## config.mk

```make
export PLATFORM = sky130hd
export DESIGN_NAME = dmem_responder
export DESIGN_NICKNAME = d
export VERILOG_FILES = /design/src/rtl/dmem_responder.sv
export SDC_FILE = /design/constraint.sdc
export NUM_CORES = 2
export LEC_CHECK = 0
export CAP_MARGIN = 15
export CORE_MARGIN = 4
export CORE_UTILIZATION = 40
export DETAILED_ROUTE_END_ITERATION = 10
export GPL_TIMING_DRIVEN = 1
export HOLD_SLACK_MARGIN = 0.02
export PLACE_DENSITY = 0.59
export SLEW_MARGIN = 25
export SYNTH_ARGS = -nofsm -noshare
export SYNTH_HDL_FRONTEND = slang
export SYNTH_SLANG_ARGS = --single-unit
```

## constraint.sdc

```tcl
create_clock -name clk -period 8.7 [get_ports clk]
set_input_delay 1.305 -clock clk [delete_from_list [all_inputs] [get_ports clk]]
set_output_delay 1.305 -clock clk [all_outputs]
set_load 0.005 [all_outputs]
```

## src/rtl/dmem_responder.sv

```systemverilog
// dmem_responder: single-outstanding load/store responder with LAT wait states in front of a word-wide RAM.
// Optional feature macro DMEM_MISALIGN_TRAP_EN: flag misaligned half/word accesses instead of aligning them.
module dmem_responder #(
  parameter int DM_ADDRESS = 9,
  parameter int DATA_W     = 32,
  parameter int DEPTH      = 128,
  parameter int LAT        = 2
) (
  input  logic                  clk,
  input  logic                  reset,
  input  logic                  req_valid,
  output logic                  req_ready,
  input  logic                  MemRead,
  input  logic                  MemWrite,
  input  logic [DM_ADDRESS-1:0] addr,
  input  logic [DATA_W-1:0]     wr_data,
  input  logic [2:0]            func3,
  output logic                  rsp_valid,
  output logic [DATA_W-1:0]     rd_data,
  output logic                  busy,
  output logic                  err
);

  typedef enum logic [1:0] {
    ST_IDLE = 2'd0,
    ST_WAIT = 2'd1,
    ST_RESP = 2'd2
  } state_t;

  localparam logic [3:0] LAT_CNT = 4'(LAT);

  state_t                  state_q, state_d;
  logic [3:0]              cnt_q, cnt_d;
  logic [DM_ADDRESS-1:0]   addr_q, addr_d;
  logic [DATA_W-1:0]       wdata_q, wdata_d;
  logic [2:0]              func3_q, func3_d;
  logic                    rd_q, rd_d;
  logic                    wr_q, wr_d;
  logic [DATA_W-1:0]       rd_data_q, rd_data_d;
  logic                    err_q, err_d;

  logic [DATA_W-1:0]       mem [DEPTH];

  logic                    accept;
  logic                    commit;
  logic                    is_word;
  logic                    is_half;
  logic                    trap;
  logic [1:0]              lane;
  logic [DATA_W-1:0]       word_rd;
  logic [DATA_W-1:0]       word_wr;
  logic                    do_write;
  logic [7:0]              byte_sel;
  logic [15:0]             half_sel;
  logic [DATA_W-1:0]       load_val;

  assign accept = req_valid && (state_q == ST_IDLE) && (MemRead || MemWrite);

  // Decode the latched request into byte lane, trap flag, merged store word and sized load value.
  always_comb begin
    word_rd = mem[addr_q[DM_ADDRESS-1:2]];
    is_word = (func3_q == 3'b010);
    // A store only knows SH as a half access; func3 101 is LHU for loads only.
    is_half = (func3_q == 3'b001) || (!wr_q && (func3_q == 3'b101));
    lane    = addr_q[1:0];
`ifdef DMEM_MISALIGN_TRAP_EN
    trap = (is_half && addr_q[0]) || (is_word && (addr_q[1:0] != 2'b00));
`else
    trap = 1'b0;
    if (is_word) begin
      lane = 2'b00;
    end else if (is_half) begin
      lane = {addr_q[1], 1'b0};
    end else begin
      lane = addr_q[1:0];
    end
`endif
    byte_sel = word_rd[{lane, 3'b000} +: 8];
    half_sel = word_rd[{lane[1], 4'b0000} +: 16];

    word_wr  = word_rd;
    do_write = 1'b0;
    if (wr_q && !trap) begin
      case (func3_q)
        3'b000: begin
          word_wr[{lane, 3'b000} +: 8] = wdata_q[7:0];
          do_write = 1'b1;
        end
        3'b001: begin
          word_wr[{lane[1], 4'b0000} +: 16] = wdata_q[15:0];
          do_write = 1'b1;
        end
        3'b010: begin
          word_wr  = wdata_q;
          do_write = 1'b1;
        end
        default: do_write = 1'b0;
      endcase
    end else begin
      do_write = 1'b0;
    end

    load_val = {DATA_W{1'b0}};
    if (rd_q && !wr_q && !trap) begin
      case (func3_q)
        3'b000:  load_val = {{24{byte_sel[7]}}, byte_sel};
        3'b001:  load_val = {{16{half_sel[15]}}, half_sel};
        3'b010:  load_val = word_rd;
        3'b100:  load_val = {24'h000000, byte_sel};
        3'b101:  load_val = {16'h0000, half_sel};
        default: load_val = {DATA_W{1'b0}};
      endcase
    end else begin
      load_val = {DATA_W{1'b0}};
    end
  end

  // Next-state logic: latch on accept, count wait states, sample/commit on WAIT->RESP.
  always_comb begin
    state_d   = state_q;
    cnt_d     = cnt_q;
    addr_d    = addr_q;
    wdata_d   = wdata_q;
    func3_d   = func3_q;
    rd_d      = rd_q;
    wr_d      = wr_q;
    rd_data_d = {DATA_W{1'b0}};
    err_d     = 1'b0;
    commit    = 1'b0;
    case (state_q)
      ST_IDLE: begin
        if (accept) begin
          state_d = ST_WAIT;
          cnt_d   = LAT_CNT;
          addr_d  = addr;
          wdata_d = wr_data;
          func3_d = func3;
          rd_d    = MemRead;
          wr_d    = MemWrite;
        end else begin
          state_d = ST_IDLE;
        end
      end
      ST_WAIT: begin
        if (cnt_q != 4'd0) begin
          cnt_d = cnt_q - 4'd1;
        end else begin
          state_d   = ST_RESP;
          commit    = 1'b1;
          rd_data_d = load_val;
          err_d     = trap;
        end
      end
      ST_RESP: state_d = ST_IDLE;
      default: state_d = ST_IDLE;
    endcase
  end

  // Control and response registers with synchronous active-low reset.
  always_ff @(posedge clk) begin
    if (!reset) begin
      state_q   <= ST_IDLE;
      cnt_q     <= 4'd0;
      addr_q    <= {DM_ADDRESS{1'b0}};
      wdata_q   <= {DATA_W{1'b0}};
      func3_q   <= 3'b000;
      rd_q      <= 1'b0;
      wr_q      <= 1'b0;
      rd_data_q <= {DATA_W{1'b0}};
      err_q     <= 1'b0;
    end else begin
      state_q   <= state_d;
      cnt_q     <= cnt_d;
      addr_q    <= addr_d;
      wdata_q   <= wdata_d;
      func3_q   <= func3_d;
      rd_q      <= rd_d;
      wr_q      <= wr_d;
      rd_data_q <= rd_data_d;
      err_q     <= err_d;
    end
  end

  // RAM write port; contents survive reset but a commit coinciding with reset is dropped.
  always_ff @(posedge clk) begin
    if (reset && commit && do_write) begin
      mem[addr_q[DM_ADDRESS-1:2]] <= word_wr;
    end
  end

  assign req_ready = (state_q == ST_IDLE);
  assign busy      = (state_q != ST_IDLE);
  assign rsp_valid = (state_q == ST_RESP);
  assign rd_data   = rd_data_q;
  assign err       = err_q;

endmodule
```

=== Word-level counts from Yosys, hierarchy flattened ===
Memories as Yosys holds them, arrays and structs flattened. A register that Yosys moved wholly into a read port is not among the register bits.
Index checks and enable logic that the tools add are counted.

* Reductions and logical operators: 18
* $add $sub $neg: 3
* Magnitude comparators: 0
* Bitwise gates (word level): 3
* Equal/unequal tests: 9
* Muxes and demuxes: 21
* Shift operators: 6
* $mul: 0
* Div/mod/pow operators: 0

{| class="wikitable"
|+ Operators by type and width
! operator !! number
|-
| $pmux 32 s5 || 1
|-
| $pmux 32 s3 || 1
|-
| $bwmux 32 || 2
|-
| $mux 32 || 1
|-
| $shift 16x7->32 const A || 1
|-
| $shift 8x7->32 const A || 1
|-
| $shiftx 16x7->32 || 1
|-
| $shiftx 32x6->16 || 1
|-
| $shiftx 32x6->8 || 1
|-
| $shiftx 8x7->32 || 1
|-
| $mux 7 || 2
|-
| $neg 5->7 || 2
|-
| $mux 1 || 8
|-
| $mux 4 || 2
|-
| $pmux 4 s2 || 1
|-
| $eq 3x3->1 const B || 2
|-
| $logic_and 1x1->1 || 6
|-
| $mux 2 || 2
|-
| $ne 2x2->1 const B || 2
|-
| $pmux 2 s2 || 1
|-
| $reduce_bool 2->1 || 2
|-
| $reduce_bool 4->1 || 1
|-
| $reduce_or 4->1 || 1
|-
| $sub 4x1->4 const B || 1
|-
| 13 further kinds || 16
|}

* Memories kept: 1
* Memory bits (read-only): 0
* Register bits after elaboration: 84
* Latch bits: 0
* Word-level logic and storage cells: 69
* RAM bits: 4096
* Output and inout bits: 36
* Bits of input ports: 49

{| class="wikitable"
|+ Memory list
! name !! depth !! bits a word !! rd ports !! clocked after memory_dff !! wr ports !! RTL line !! text
|-
| mem || 128 || 32 || 1 || 1 || 1 || 42 || <nowiki>logic [DATA_W-1:0] mem [DEPTH];</nowiki>
|}

=== Logic depth before layout (Yosys ltp) ===
* Word-level depth: 10
* Gate-level depth with buffers: 16
* Depth with buffers taken out: 11

=== Worst setup path before layout ===
OpenSTA, ideal clock, no wires.

* Path kind: reg-to-reg
* Start: reg with a tool-made name
* End: mem mem[0][21], data pin
* Arrival time: 7.340 ns
* Period minus slack after synthesis: 8.537 ns
* Path slack: 0.163 ns
* Cell stages (with the launch flop): 14
* Path buffers: 6
* Data required time: 7.503 ns
* Library setup time: 1.197 ns
* Cell sequence: dfxtp_1 > buf_4 > buf_4 > buf_4 > inv_1 > buf_4 > buf_2 > buf_2 > mux2i_1 > a22oi_1 > o22ai_1 > o41ai_1 > a222oi_1 > o21ai_0

{| class="wikitable"
|+ RTL lines
! item !! RTL line
|-
| end: declaration || 42
|}

==> key figures <==
Clock tree
  – Num CTS Buffers: just over 400
  – Post-cts repair resize count: 0
  – Clk root buf: clkbuf_16
  – CTS tree: built
  – Setup bufs post-CTS: 0
  – Worst skew pair latency: about 0.99 ns
  – Worst-path clk slew: 0.06 ns
  – Clk buf depth: 4
  – Sink Count: ~4,200
  – H-tree Lvls: 5
  – Cts hold-fix bufs: 0

GRT
  – GRT Overall Usage: 22.9%
  – Pin count of the biggest net entering global routing: around 130
  – Grt ovf: 0
  – First-pass GRT wire length: approximately 670,000 um
  – Initial antenna violation count: 25
  – Number of global-route vias before repair: 81,000

Detailed routing
  – Residual DRC: 0
  – First DRT Iteration DRCs: about 12,000
  – Post-Route WL: 482,000 um
  – Via-per-instance ratio: between 6 and 7
  – Drt pass-1 iters: 9
  – WL per Instance: 35.4 um
  – Post-route antenna net violation count: 0
  – Via Count: 82,300

Yosys
  – Synth top area cells: edfxtp_1, mux4_2, mux2i_1
  – Share of flip-flops with an asynchronous set or reset: 0%
  – Top-area cell type share of the netlist area: 75.9%
  – Yosys cell types: 88
  – Yosys Warn Count: 0
  – Seq/Total Area, Yosys: 77.0%
  – Post-synth EDFFs: 4,096
  – Post-synthesis instance area: 0.162 mm2
  – Top FF cell, synth: edfxtp_1
  – Post-Syn Nets: between 7,000 and 8,000
  – Area leader, netlist: edfxtp_1
  – Post-Synthesis Cells: approximately 7,500
  – Avg Inst Size Synth: 21.7 um2
  – Synth Register Bits: ~4,200

Hold path
  – Hold/Removal Path Class: reg2reg
  – Min-delay src: addr_q[2]
  – Hold path depth: 2

Job
  – Max-cap violations: 0

Die
  – Area of the die: a little over 0.4 mm2
  – # IOs: 85
  – Chip height: around 640 um
  – Starting density of the core: between 40% and 50%
  – Num rows: roughly 230
  – Die W: around 640 um
  – Core Area: 0.403 mm2

Setup path
  – R2r setup slk: around 2.5 ns
  – CP Max Fanout: 96
  – Worst path required time: around 9.3 ns
  – Critical path startpoint category: flip-flop
  – R2R Path End: mem[56][23]
  – Kind of critical path: reg2reg
  – Element type at the critical path end: flip-flop
  – R2R cell count: 11
  – Worst Path Arrival: 6.82 ns

STA
  – Clk_skew: ~0.095 ns
  – Fin. max-slew vios: 0
  – Slew @ Worst Pin: 1.17 ns
  – Worst rel slew slack: between 20% and 30%
  – Final number of hold-violating endpoints: 0
  – Minimum clock period: about 6.2 ns
  – RSZ-0062 raised after global routing: false
  – Fin Setup TNS: 0 ns
  – FMAX: around 160 MHz
  – Final Cycle Share: between 70% and 80%
  – # setup viols final: 0

Placement
  – Global placer's final weighted congestion: 0.949
  – DP HPWL: about 280,000 um
  – Port bufs: 83
  – Placed instance area: about 0.17 mm2

Power and ir drop
  – Cell Pwr Density: 246 mW/mm2
  – Lkg Pwr: around 55 nW
  – Peak supply drop: 0.000159 V

Finish
  – FILL cells: between 30,000 and 40,000
  – Fin nets: 7,907
  – Area growth from synthesis to layout: 14.0%
  – Layout cell share with drive strength beyond 1: about 26%
  – Finished Cell Area: ~0.18 mm2

Outcome
  – Status: finished, final reports clean
==> area by class of cell <==
cell class	count	area [um2]	area share, %
Antenna cell	8	20.0	0.0108
Clock inverter	258	2500	1.35
Sequential cell	4187	125000	67.5
Timing Repair Buffer	393	3710	2.01
Tap cell	5405	6760	3.66
Clock buffer	495	10800	5.87
Multi-Input combinational cell	2841	36100	19.5
Inverter	16	62.6	0.0338
==> routing by layer <==
metal / part of all wire [%] / up-vias / global-route usage (%)
met5: 0.0081 / - / 0
met2: 46 / 4346 / 35.4
met1: 40 / 44800 / 32.5
li1: - / 32300 / -
met4: 3.9 / 6 / 7.69
met3: 9.8 / 802 / 4.63
==> state kept, by name, indices dropped and copies added, names as in the netlist, named ones only <==
signal   flops
mem       4096
rd_data     32
state_q      2
cnt_q        4
func3_q      3
rd_q         1
wr_q         1
wdata_q     32
addr_q       9
==> where the power goes <==
part           internal, mW  switching [mW]
registers              23.5          0.0790
clock network          10.0            7.63
logic                  1.03            3.09
total                  34.6            10.8
==> worst max-delay path, cell delays in order, from the launching register on <==
cell and delay (ns):
dfxtp_4 0.86, buf_12 0.42, buf_4 0.65, mux2i_1 0.17, a22oi_1 0.26, nand4_1 0.19, nand4_1 0.30, nor2_1 0.09
o21ai_1 0.84, a21oi_1 0.25, o21ai_4 0.64, buf_4 0.87
==> cells in the final DEF (no fill, tap or decap), drive strengths merged, types with 15 or more instances in the layout <==
master,n
nor3,25
inv,33
mux2i,369
buf,310
o22ai,58
clkinv,189
a31oi,27
a221oi,43
bufinv,38
nor2,202
mux4,984
a21oi,154
a22oi,154
nand2,324
mux2,26
a32oi,31
nand4,18
nor2b,36
nand2b,25
nand3,63
a211oi,24
clkdlybuf4s50,83
and3,15
edfxtp,4096
o21ai,40
a22o,22
dfxtp,91
clkbuf,495
==> worst max path at each step <==
stage | from | endpoint | cells after the start
final | flip-flop | mem[56][23] | 11
after CTS | flip-flop | mem[94][2] | 12
after detailed placement | flip-flop | mem[124][2] | 12
after global placement | flip-flop | mem[26][30] | 10
after floorplan | flip-flop | mem[0][21] | 13
after global routing | flip-flop | mem[33][23] | 11
==> synthesized netlist by cell type, types with 7 or more instances <==
library cell / number
a221oi_1: 40
a21oi_1: 154
nand4_1: 18
dfxtp_1: 91
o22ai_1: 58
a31oi_1: 27
mux2_2: 26
buf_2: 109
edfxtp_1: 4096
o31ai_1: 12
o22a_1: 9
mux4_2: 979
a32oi_1: 31
o2111ai_1: 13
a2111oi_0: 8
nand3_1: 63
o21a_1: 7
nor4_1: 9
inv_1: 15
and3_1: 15
a222oi_1: 10
and2_1: 14
clkbuf_1: 102
a22o_1: 22
o211ai_1: 8
nor2_1: 201
o221ai_1: 13
buf_1: 23
nand2b_1: 25
o21ai_0: 33
a221o_1: 9
buf_4: 110
buf_6: 61
a21o_1: 10
nor3_1: 25
nor2b_1: 36
nand2_1: 324
a211oi_1: 24
mux2i_1: 369
a211o_1: 7
a22oi_1: 154
==> per-stage QoR <==
stage          power (mW)  util [%]  hold WS (ns)  instances  setup WS (ns)
3_3_place_gp         27.9      42.4         0.474      12800           2.06
3_5_place_dp         28.1      42.5         0.479      12800           2.80
6_report             45.4      45.8         0.487      13600           2.48
2_1_floorplan        26.5         -         0.436       7459          0.163
4_1_cts              45.6      45.8         0.490      13600           2.73
5_1_grt              46.7      45.8         0.524      13600           2.42
==> kinds of logic after synthesis <==
logic type      synth area share, %
buf+inv                        1.67
mux                            16.1
xor+xnor                     0.0108
other cells                 0.00231
simple gates                   2.17
flops                          77.0
fa+ha+maj                    0.0463
compound gates                 2.96
Power figures use the tool's default switching activity.
